--- src/rtl/rocc_router_pkg.sv ---
// Shared constants and the response-buffer entry type for the RoCC command router.
package rocc_router_pkg;

    localparam int RD_W     = 5;
    localparam int FUNCT_W  = 7;
    localparam int CNT_W    = 4;
    localparam int XLEN_MAX = 64;

    typedef struct packed {
        logic [RD_W-1:0]     rd;
        logic [XLEN_MAX-1:0] data;
    } resp_entry_t;

endpackage

--- src/rtl/rocc_rr_arbiter.sv ---
// N-way round-robin arbiter; the pointer moves past the winner only when its grant is accepted.
module rocc_rr_arbiter #(
    parameter int N = 4
) (
    input  logic                 clock,
    input  logic                 reset,
    input  logic [N-1:0]         i_req,
    input  logic                 i_accept,
    output logic [N-1:0]         o_grant,
    output logic [$clog2(N)-1:0] o_winner
);
    localparam int SEL_W = $clog2(N);

    logic [SEL_W-1:0] r_ptr;
    logic [SEL_W-1:0] w_idx;
    logic             w_found;

    // N is a power of two, so the index wraps for free.
    always_comb begin
        o_grant  = '0;
        o_winner = r_ptr;
        w_found  = 1'b0;
        w_idx    = '0;
        for (int k = 0; k < N; k++) begin
            w_idx = r_ptr + SEL_W'(k);
            if (!w_found && i_req[w_idx]) begin
                w_found  = 1'b1;
                o_winner = w_idx;
            end
        end
        if (w_found) o_grant[o_winner] = 1'b1;
    end

    always_ff @(posedge clock or posedge reset) begin
        if (reset)         r_ptr <= '0;
        else if (i_accept) r_ptr <= o_winner + SEL_W'(1);
    end

endmodule

--- src/rtl/rocc_cmd_router.sv ---
// Routes RoCC commands to NUM_ACCEL accelerators and merges their responses (XLEN <= 64).
// Optional ROCC_ROUTER_ERR_EN: sticky protocol-error interrupt.
module rocc_cmd_router
    import rocc_router_pkg::*;
#(
    parameter int XLEN      = 64,
    parameter int NUM_ACCEL = 4,
    parameter int MAX_OUT   = 4
) (
    input  logic                      clock,
    input  logic                      reset,
    input  logic                      cmd_valid,
    output logic                      cmd_ready,
    input  logic [FUNCT_W-1:0]        cmd_funct,
    input  logic [RD_W-1:0]           cmd_rd,
    input  logic                      cmd_xd,
    input  logic [XLEN-1:0]           cmd_rs1,
    input  logic [XLEN-1:0]           cmd_rs2,
    output logic [NUM_ACCEL-1:0]      acc_cmd_valid,
    input  logic [NUM_ACCEL-1:0]      acc_cmd_ready,
    output logic [FUNCT_W-1:0]        acc_cmd_funct,
    output logic [RD_W-1:0]           acc_cmd_rd,
    output logic                      acc_cmd_xd,
    output logic [XLEN-1:0]           acc_cmd_rs1,
    output logic [XLEN-1:0]           acc_cmd_rs2,
    input  logic [NUM_ACCEL-1:0]      acc_resp_valid,
    output logic [NUM_ACCEL-1:0]      acc_resp_ready,
    input  logic [RD_W*NUM_ACCEL-1:0] acc_resp_rd,
    input  logic [XLEN*NUM_ACCEL-1:0] acc_resp_data,
    input  logic [NUM_ACCEL-1:0]      acc_busy,
    output logic                      resp_valid,
    input  logic                      resp_ready,
    output logic [RD_W-1:0]           resp_rd,
    output logic [XLEN-1:0]           resp_data,
    output logic                      busy,
    output logic                      interrupt
);
    localparam int SEL_W = $clog2(NUM_ACCEL);

    logic [CNT_W-1:0]     r_out_cnt [NUM_ACCEL];
    resp_entry_t          r_buf;
    logic                 r_buf_valid;

    logic [SEL_W-1:0]     w_tgt;
    logic                 w_stall;
    logic                 w_cmd_fire;
    logic [NUM_ACCEL-1:0] w_grant;
    logic [SEL_W-1:0]     w_winner;
    logic                 w_drain;
    logic                 w_load_ok;
    logic                 w_resp_fire;
    logic [NUM_ACCEL-1:0] w_inc;
    logic [NUM_ACCEL-1:0] w_dec;
    logic [NUM_ACCEL-1:0] w_cnt_zero;
    logic [NUM_ACCEL-1:0] w_cnt_full;
    resp_entry_t          w_entry;

    assign w_tgt   = cmd_funct[SEL_W-1:0];
    assign w_stall = cmd_xd && w_cnt_full[w_tgt];

    always_comb begin
        acc_cmd_valid        = '0;
        acc_cmd_valid[w_tgt] = cmd_valid & ~w_stall;
        cmd_ready            = acc_cmd_ready[w_tgt] & ~w_stall;
    end

    assign w_cmd_fire    = cmd_valid & cmd_ready;
    assign acc_cmd_funct = cmd_funct;
    assign acc_cmd_rd    = cmd_rd;
    assign acc_cmd_xd    = cmd_xd;
    assign acc_cmd_rs1   = cmd_rs1;
    assign acc_cmd_rs2   = cmd_rs2;

    rocc_rr_arbiter #(.N(NUM_ACCEL)) u_arb (
        .clock    (clock),
        .reset    (reset),
        .i_req    (acc_resp_valid),
        .i_accept (w_resp_fire),
        .o_grant  (w_grant),
        .o_winner (w_winner)
    );

    // The buffer can take a new response whenever it is empty or emptying this cycle.
    assign w_drain        = r_buf_valid & resp_ready;
    assign w_load_ok      = ~r_buf_valid | w_drain;
    assign acc_resp_ready = w_grant & {NUM_ACCEL{w_load_ok}};
    assign w_resp_fire    = |(acc_resp_valid & acc_resp_ready);

    always_comb begin
        w_entry.rd   = acc_resp_rd[w_winner*RD_W +: RD_W];
        w_entry.data = XLEN_MAX'(acc_resp_data[w_winner*XLEN +: XLEN]);
    end

    always_comb begin
        w_inc = '0;
        if (w_cmd_fire && cmd_xd) w_inc[w_tgt] = 1'b1;
        w_dec = acc_resp_valid & acc_resp_ready;
        for (int i = 0; i < NUM_ACCEL; i++) begin
            w_cnt_zero[i] = (r_out_cnt[i] == '0);
            w_cnt_full[i] = (r_out_cnt[i] == CNT_W'(MAX_OUT));
        end
    end

    always_ff @(posedge clock or posedge reset) begin
        if (reset) begin
            for (int i = 0; i < NUM_ACCEL; i++) r_out_cnt[i] <= '0;
        end else begin
            for (int i = 0; i < NUM_ACCEL; i++) begin
                if (w_inc[i] && !w_dec[i] && !w_cnt_full[i])
                    r_out_cnt[i] <= r_out_cnt[i] + CNT_W'(1);
                else if (w_dec[i] && !w_inc[i] && !w_cnt_zero[i])
                    r_out_cnt[i] <= r_out_cnt[i] - CNT_W'(1);
            end
        end
    end

    always_ff @(posedge clock or posedge reset) begin
        if (reset) begin
            r_buf_valid <= 1'b0;
            r_buf       <= '0;
        end else if (w_resp_fire) begin
            r_buf_valid <= 1'b1;
            r_buf       <= w_entry;
        end else if (w_drain) begin
            r_buf_valid <= 1'b0;
        end
    end

    assign resp_valid = r_buf_valid;
    assign resp_rd    = r_buf.rd;
    assign resp_data  = r_buf.data[XLEN-1:0];
    assign busy       = (|acc_busy) | (|(~w_cnt_zero)) | r_buf_valid;

`ifdef ROCC_ROUTER_ERR_EN
    logic r_err;
    logic w_err_evt;

    assign w_err_evt = (|(w_dec & w_cnt_zero)) | (|(w_inc & ~w_dec & w_cnt_full));

    always_ff @(posedge clock or posedge reset) begin
        if (reset)          r_err <= 1'b0;
        else if (w_err_evt) r_err <= 1'b1;
    end

    assign interrupt = r_err;
`else
    assign interrupt = 1'b0;
`endif

endmodule

--- config.mk ---
export PLATFORM = sky130hd
export DESIGN_NAME = rocc_cmd_router
export DESIGN_NICKNAME = d
export VERILOG_FILES = /design/src/rtl/rocc_router_pkg.sv /design/src/rtl/rocc_rr_arbiter.sv /design/src/rtl/rocc_cmd_router.sv
export SDC_FILE = /design/constraint.sdc
export NUM_CORES = 1
export LEC_CHECK = 0
export ABC_AREA = 1
export CAP_MARGIN = 30
export CORE_AREA = 5 5 250 252
export DETAILED_ROUTE_END_ITERATION = 16
export DIE_AREA = 0 0 255 257
export MAX_ROUTING_LAYER = met4
export PLACE_DENSITY = 0.49
export RECOVER_POWER = 25
export SYNTH_ARGS = -nofsm -noshare
export SYNTH_HDL_FRONTEND = slang
export SYNTH_HIERARCHICAL = 1
export SYNTH_SLANG_ARGS = --single-unit
--- constraint.sdc ---
create_clock -name clock -period 4.3 [get_ports clock]
set_clock_uncertainty 0.15 [all_clocks]
set_input_delay 0.43 -clock clock [delete_from_list [all_inputs] [get_ports clock]]
set_output_delay 0.43 -clock clock [all_outputs]
set_load 0.02 [all_outputs]
==> summary.md, run 1 <==
| Metric | Value |
|---|---|
| Critical path depth in cells | `24` |
| Worst slew pin tran | `775 ps` |
| Crit Path Category | `register to register` |
| Largest net degree at the start of global routing | `81` |
| Worst R2R Path Depth | `24` |
| Crit Path Max Fanout | `14` |
| Status | `finished, final reports clean` |
| Relative slew slack | `48.3%` |
| Synth Register Bits | `88` |
| Post-CTS setup buffers | `0` |
| Number of synthesized flops with an enable pin | `0` |
| Initial drt markers | `413` |
| Sum Neg Setup Slack | `0 ps` |
| Largest family of logic cells by synthesized area | `simple AND/OR/NAND/NOR gates` |
| Max_cap viols | `0` |
| RSZ-0062 raised after global routing | `no` |
| DR DRC count | `0` |
| Most frequent cells in the layout | `clkdlybuf4s50_1, nor2_1, o21ai_0` |
| CP Launch Type | `register` |
| Via/cell ratio | `3.82` |
| Dpl cells | `2111` |
| F_max | `0.252 GHz` |
| Core Region | `59900 sq um` |
| Vias | `8142` |
| Overflow after GRT | `0` |
| Final GP Congestion | `0.859` |
| Critical Path AT | `4130 ps` |
| Hold crit path type | `primary input to async pin` |
| Die ar. | `65500 sq um` |
| NumNets Final | `1789` |
| CTS root buf | `clkbuf_16` |
| Worst Hold Slack | `267 ps` |
| Crit path top cell by count | `nand2_1` |
| Number of gates resized after cts | `0` |
| Pwr dens | `937 nW/um^2` |
| Wire length per cell | `16.7 um` |
| Initial Util | `12.7%` |
| Clock Tree Buf Depth | `2` |
| Final hold vios | `0` |
| DRT Pass-1 Iters | `5` |
| CP Data Required Time | `4460 ps` |
| Fin. max-slew vios | `0` |
| Compound-cell area share of the yosys netlist | `15.8%` |
| Adder-Cell Fraction of Synth Area | `3.03%` |
| Worst-Skew Late Latency | `380 ps` |
| Dpl hpwl | `28700 um` |
| Site Rows | `90` |
| Crit. End Element | `register` |
| CTS Buf Count | `9` |
| Leak Pwr | `0.00453 uW` |
| GRT Resource Usage Total | `10.6%` |
| Post-Synth XOR/XNOR Area | `0.921%` |
| YS warnings | `6` |
| Worst path top cell family by delay | `simple AND/OR/NAND/NOR gates` |
| Antenna violations before repair | `3` |
| Fill count | `6805` |
| Finished layout cell area | `11500 sq um` |
| Tmin final | `3960 ps` |
| Fin cells | `2129` |
| Max stage delay on crit path | `650 ps` |
| Endpoints failing setup | `0` |
| I/O pins | `655` |
| Final worst path period share | `92.1%` |
| CTS clk-pin slew, worst paths | `70 ps` |
| Maximum vdd ir drop | `0.000731 V` |
| Die Y | `257 um` |
| Sink Count | `88` |
| Seq/Total Area, Yosys | `28.9%` |
| Most used flip-flop cell after synthesis | `dfrtp_1` |
| Post-Synthesis Net Count | `1591` |
| Mapped Avg Cell Area | `6.66 sq um` |
| WP buf/inv | `5` |
| Global-route wire length before repair | `51000 um` |
| CTS tree | `done` |
| DRT antenna net count | `0` |
| Vias in the first global route | `8228` |
| Commonest non-fill, non-tap cell in the layout | `clkdlybuf4s50_1` |
| Drt total wl | `35500 um` |
| Die width | `255 um` |
| Mux contribution to synthesized area | `0%` |
| Netlist cell types | `32` |
| H-tree Lvls | `3` |
| Simple-gate portion of the synthesized area | `31.0%` |
| Critical path's slowest cell | `dfrtp_1` |
| IO Port Bufs | `377` |
| Post-Syn Instances | `1142` |
| Post-synthesis cell area | `7610 sq um` |
| Asr flop ratio synth | `100%` |
| Synth-to-Final Area Change | `51.4%` |
| Placed cell area | `11200 sq um` |
| Critical-path cell list | `inv_2 > nand2_1 > nand2_1 > nand2_2 > nand2_4 > nor2_4 > nand4_2 > nand2_4 > inv_2 > ha_1 > inv_1 > nor2_2 > inv_1 > nor2_1 > nand2_1 > nand4_4 > ha_1 > nand2_1 > nand2_1 > a31oi_1 > inv_1 > o21ai_0 > nand3_1 > nand2_1` |
| Share of cells above drive strength 1 | `6.32%` |
| Post-CTS Hold Fix Bufs | `0` |
## synth_stat cells (3+ instances only)
master	number	area share [%]
nand4_2	4	0.66
a31oi_1	75	6.2
xor2_1	8	0.92
nand4_4	3	0.84
o21ai_1	5	0.33
inv_1	45	2.2
ha_1	12	2.0
nand2_1	98	4.8
nand3_1	41	2.7
nand2_4	3	0.44
clkbuf_1	40	2.0
buf_2	11	0.72
nor2_2	9	0.74
dfrtp_1	88	29
buf_1	9	0.44
inv_2	5	0.25
nand2_2	19	1.6
buf_4	144	14
o21ai_0	141	9.3
nor2_1	360	18
fa_1	4	1.1
nand3_2	3	0.39
## final cells by class
class / instances / area, sq um / share of cell area (%)
multi-input cells: 795 / 3880 / 33.7
flip-flops and latches: 88 / 2200 / 19.1
clock buffers: 11 / 233 / 2.02
repair buffers: 393 / 3960 / 34.3
well taps: 782 / 978 / 8.49
inverters: 53 / 209 / 1.81
diodes: 2 / 5.00 / 0.0434
clock inverters: 5 / 57.6 / 0.500
## report_power, final
part	internal, uW	switching, uW
clock network	451	399
registers	1340	315
logic	3000	5300
## path summary, 6_finish.rpt
path	startpoint	end	slack [ps]
worst max register to register	u_arb/r_ptr[0]$_DFFE_PP0P_	r_out_cnt[15]$_DFFE_PP0P_	340
worst max-delay path	u_arb/r_ptr[0]$_DFFE_PP0P_	r_out_cnt[15]$_DFFE_PP0P_	340
max in group asynchronous	reset	resp_data[55]$_DFFE_PP0P_	2670
worst min-delay path	reset	u_arb/r_ptr[0]$_DFFE_PP0P_	270
min in group clock	r_out_cnt[11]$_DFFE_PP0P_	r_out_cnt[11]$_DFFE_PP0P_	340
worst min register to register	r_out_cnt[11]$_DFFE_PP0P_	r_out_cnt[11]$_DFFE_PP0P_	340
## logic make-up after synthesis
group,Yosys count
AOI/OAI and AO/OA,221
other,1
and+or+nand+nor,549
adders and majority gates,16
xor gates and xnor gates,8
buffers and inverters,259
DFF,88
## per-layer routing
layer / global-route usage (%) / share of wire, % / vias to the layer above
li1: - / - / 3963
met1: 11.4 / 38 / 3671
met3: 4.81 / 11 / 98
met5: - / 0 / -
met2: 16.9 / 47 / 410
met4: 4.60 / 4.0 / 0
## per-stage QoR
| stage | setup slack (ps) | power [uW] | utilization [%] |
|---|---|---|---|
| floorplan | 922 | 7200 | - |
| global placement | 492 | 10000 | 18.7 |
| detailed placement | 364 | 10100 | 18.7 |
| CTS | 382 | 11000 | 19.2 |
| global route | 1.01 | 12000 | 19.2 |
| finish | 338 | 10800 | 19.2 |
## sequential cells by signal (all words and copies together) (netlist names)
name / cells
resp_data: 64
r_out_cnt: 16
resp_rd: 5
u_arb/r_ptr: 2
resp_valid: 1
## worst register-to-register path, stage by stage (launching register included)
cell and delay (ps):
dfrtp_1 650, inv_2 230, nand2_1 120, nand2_1 170
nand2_2 140, nand2_4 80, nor2_4 130, nand4_2 150
nand2_4 160, inv_2 50, ha_1 180, inv_1 70
nor2_2 40, inv_1 50, nor2_1 50, nand2_1 230
nand4_4 200, ha_1 370, nand2_1 70, nand2_1 40
a31oi_1 180, inv_1 70, o21ai_0 160, nand3_1 80
nand2_1 70
Note: power is estimated with default switching activity, not from simulation.
==> run 2: changes to the inputs <==
ABC_AREA = not set   (was 1)
ABC_CLOCK_PERIOD_IN_PS = 4300   (was not set)
CORE_AREA = 5 5 255 257   (was 5 5 250 252)
DIE_AREA = 0 0 260 262   (was 0 0 255 257)
PLACE_DENSITY = 0.47   (was 0.49)
==> run 2 against run 1 <==
Critical path depth shrank 11. Count of clock-buffer cells in the layout shrank 2. Flip-flop and latch count is the same. Critical endpoint is now r_out_cnt[6]$_DFFE_PP0P_. Register-to-register slack gained 290 ps. Via count shrank 32%. Die area grew 3.9%. Wire length shrank 18%. Utilization shrank 1.5 points. Sequential share of layout area grew 0.71 points. Area after synthesis shrank 8.2%. Setup slack gained 29 ps. Cell count shrank 22%.
==> summary.md, run 2 <==
| Metric | Value |
|---|---|
| CP Data Required Time | `4430 ps (was 4460 ps)` |
| Final hold vios | `0 (unchanged)` |
| Die ar. | `68100 sq um (was 65500 sq um)` |
| Met2 global-route usage | `14.1% (was 16.9%)` |
| Post-Synth XOR/XNOR Area | `1.51% (was 0.921%)` |
| Mapped Avg Cell Area | `12.2 sq um (was 6.66 sq um)` |
| Sum Neg Setup Slack | `0 ps (unchanged)` |
| Synth-to-Final Area Change | `59.1% (was 51.4%)` |
| Die width | `260 um (was 255 um)` |
| DRT Pass-1 Iters | `4 (was 5)` |
| Endpoints failing setup | `0 (unchanged)` |
| Die Y | `262 um (was 257 um)` |
| Worst-Skew Late Latency | `370 ps (was 380 ps)` |
| Critical-path cell list | `clkdlybuf4s50_1 > nor2_1 > a221o_1 > o22a_4 > ha_1 > and2b_1 > and3_1 > or4_1 > fa_1 > xnor2_1 > and3_1 > o21a_1 > a211oi_1 (was inv_2 > nand2_1 > nand2_1 > nand2_2 > nand2_4 > nor2_4 > nand4_2 > nand2_4 > inv_2 > ha_1 > inv_1 > nor2_2 > inv_1 > nor2_1 > nand2_1 > nand4_4 > ha_1 > nand2_1 > nand2_1 > a31oi_1 > inv_1 > o21ai_0 > nand3_1 > nand2_1)` |
| Critical path's slowest cell | `or4_1 (was dfrtp_1)` |
| Critical Path AT | `4070 ps (was 4130 ps)` |
| Core Region | `62500 sq um (was 59900 sq um)` |
| Initial drt markers | `114 (was 413)` |
| Largest register FFs | `64 (unchanged)` |
| Commonest non-fill, non-tap cell in the layout | `clkdlybuf4s50_1 (unchanged)` |
| Int Power | `3860 uW (was 4790 uW)` |
| Vias in the first global route | `6288 (was 8228)` |
| Comb pwr share | `62.9% (was 76.8%)` |
| CTS Buf Count | `9 (unchanged)` |
| Number of synthesized flops with an enable pin | `0 (unchanged)` |
| Commonest cells in the synthesized netlist | `buf_4, dfrtp_1, mux2_2, mux4_2, clkbuf_1 (was nor2_1, buf_4, o21ai_0)` |
| Overflow after GRT | `0 (unchanged)` |
| Share of cells above drive strength 1 | `22.8% (was 6.32%)` |
| Final GP Congestion | `0.772 (was 0.859)` |
| Post-Synthesis Net Count | `1021 (was 1591)` |
| Worst R2R Path Depth | `12 (was 24)` |
| DR DRC count | `0 (unchanged)` |
| Global-route wire length before repair | `40600 um (was 51000 um)` |
| YS warnings | `6 (unchanged)` |
| Largest family of logic cells by synthesized area | `multiplexers (was simple AND/OR/NAND/NOR gates)` |
| Clock Power Share | `12.5% (was 7.9%)` |
| Via/cell ratio | `3.34 (was 3.82)` |
| Post-synthesis cell area | `6980 sq um (was 7610 sq um)` |
| Compound-cell area share of the yosys netlist | `4.35% (was 15.8%)` |
| Fin. max-slew vios | `0 (unchanged)` |
| Met3 Usage GRT | `2.73% (was 4.81%)` |
| Ranking of synthesized cells by area | `dfrtp_1, mux4_2, buf_4 (was dfrtp_1, nor2_1, buf_4)` |
| Leak Pwr | `0.00398 uW (was 0.00453 uW)` |
| Post-CTS Hold Fix Bufs | `0 (unchanged)` |
| Dpl hpwl | `25000 um (was 28700 um)` |
| Crit path top cell by count | `and3_1 (was nand2_1)` |
| Yosys top cell area share | `31.5% (was 28.9%)` |
| Netlist cell types | `50 (was 32)` |
| Drt total wl | `28900 um (was 35500 um)` |
| GRT Resource Usage Total | `8.46% (was 10.6%)` |
| I/O pins | `655 (unchanged)` |
| Sink Count | `88 (unchanged)` |
| Most area-hungry cell type in the Yosys netlist | `dfrtp_1 (unchanged)` |
| Seq/Total Area, Yosys | `31.5% (was 28.9%)` |
| Vias | `5535 (was 8142)` |
| NumNets Final | `1256 (was 1789)` |
| Sw Ratio | `39.4% (was 55.6%)` |
| P_sw | `2510 uW (was 6010 uW)` |
| RSZ-0062 raised after global routing | `no (unchanged)` |
| Most frequent cells in the layout | `clkdlybuf4s50_1, dfrtp_1, mux4_2, mux2_2 (was clkdlybuf4s50_1, nor2_1, o21ai_0)` |
| Status | `finished, final reports clean (unchanged)` |
| Max_cap viols | `0 (unchanged)` |
| Grt peak-use layer | `met2 (unchanged)` |
| Site Rows | `92 (was 90)` |
| H-tree Lvls | `3 (unchanged)` |
| Tmin final | `3930 ps (was 3960 ps)` |
| CTS root buf | `clkbuf_16 (unchanged)` |
| Adder-Cell Fraction of Synth Area | `3.30% (was 3.03%)` |
| Crit Path Category | `primary input to register (was register to register)` |
| Synth Register Bits | `88 (unchanged)` |
| Largest net degree at the start of global routing | `57 (was 81)` |
| CP Launch Type | `primary input (was register)` |
| Most used flip-flop cell after synthesis | `dfrtp_1 (unchanged)` |
| Reg power frac | `24.6% (was 15.3%)` |
| IO Port Bufs | `377 (unchanged)` |
| Wire length per cell | `17.4 um (was 16.7 um)` |
| Simple-gate portion of the synthesized area | `6.85% (was 31.0%)` |
| Worst slew pin tran | `793 ps (was 775 ps)` |
| Initial Util | `11.2% (was 12.7%)` |
| CTS tree | `done (unchanged)` |
| Post-Syn Instances | `572 (was 1142)` |
| Power Total | `6370 uW (was 10800 uW)` |
| Global routing usage on met1 | `9.00% (was 11.4%)` |
| Crit. End Element | `register (unchanged)` |
| Hold crit path type | `primary input to async pin (unchanged)` |
| Most numerous cell in the Yosys netlist | `buf_4 (was nor2_1)` |
| Mux contribution to synthesized area | `34.6% (was 0%)` |
| CTS clk-pin slew, worst paths | `70 ps (about the same)` |
| Pwr dens | `573 nW/um^2 (was 937 nW/um^2)` |
| F_max | `0.254 GHz (was 0.252 GHz)` |
| Antenna violations before repair | `2 (was 3)` |
| Max stage delay on crit path | `650 ps (about the same)` |
| Final worst path period share | `91.5% (was 92.1%)` |
| Clock Tree Buf Depth | `2 (unchanged)` |
| Crit Path Max Fanout | `7 (was 14)` |
| Number of gates resized after cts | `0 (unchanged)` |
| Asr flop ratio synth | `100% (unchanged)` |
| Maximum vdd ir drop | `0.000232 V (was 0.000731 V)` |
| Post-CTS setup buffers | `0 (unchanged)` |
| Relative slew slack | `47.1% (was 48.3%)` |
| DRT antenna net count | `0 (unchanged)` |
==> run 2: changes by cell type after synthesis, moves of 71 or more <==
cell,delta
mux2_2,+71
a31oi_1,-75
o21ai_0,-137
nor2_1,-343
mux4_2,+71
nand2_1,-89
==> run 2: path summary, 6_finish.rpt <==
path	start	end	slack [ps]
max	acc_resp_valid[0]	r_out_cnt[6]$_DFFE_PP0P_	370
min	reset	u_arb/r_ptr[1]$_DFFE_PP0P_	310
max reg2reg	u_arb/r_ptr[1]$_DFFE_PP0P_	r_out_cnt[6]$_DFFE_PP0P_	630
min reg2reg	r_out_cnt[7]$_DFFE_PP0P_	r_out_cnt[7]$_DFFE_PP0P_	340
max in group asynchronous	reset	resp_rd[1]$_DFFE_PP0P_	2580
min in group clock	r_out_cnt[7]$_DFFE_PP0P_	r_out_cnt[7]$_DFFE_PP0P_	340
==> run 2: critical path, delay by kind of cell <==
kind,cells,cell delay (ps)
AO/OA/AOI/OAI,4,990
XOR/XNOR,1,160
AND/OR/NAND/NOR,5,1310
adder cells (fa/ha/maj),2,600
buffers and inverters,1,590
==> run 2: cell families (layout without fill, tap and decap cells) <==
logic type	after synthesis	count (layout)
flops	88	88
xor+xnor	12	12
compound gates	43	43
simple gates	87	87
other cells	1	3
buf+inv	181	420
mux	144	144
fa+ha+maj	16	16
==> run 2: final cells by class <==
class,instances,area (sq um)
diodes,2,5.00
clock buffers,9,225
clock inverters,6,52.6
fillers,6917,51400
inverters,7,28.8
multi-input cells,303,3550
flip-flops and latches,88,2200
well taps,846,1060
repair buffers,398,3980
==> run 2: metrics by stage <==
step | cell area (sq um) | hold slack (ps) | cells | util [%] | setup slack [ps]
after floorplan | 6980 | 21.2 | 572 | - | 729
after global placement | 10800 | 325 | 1641 | 17.3 | 93.0
after detailed placement | 10800 | 335 | 1642 | 17.3 | 12.0
after CTS | 11100 | 205 | 1657 | 17.8 | 424
after global routing | 11100 | 315 | 1659 | 17.8 | 142
final | 11100 | 314 | 1659 | 17.8 | 367
==> run 2: layer usage <==
layer	wire, um	up-vias	part of all wire [%]
met4	1340	0	4.6
met1	10900	2671	38
met2	14400	324	50
met5	0	-	0
met3	2300	95	7.9
li1	-	2445	-
==> run 2: power by group through the flow <==
stage                     clock network, uW  registers, uW  logic, uW
after floorplan                           0           1940       2130
after global placement                    0           1570       4100
after detailed placement                  0           1590       4130
after CTS                               871           1580       4140
after global routing                    888           1630       4330
final                                   798           1560       4000
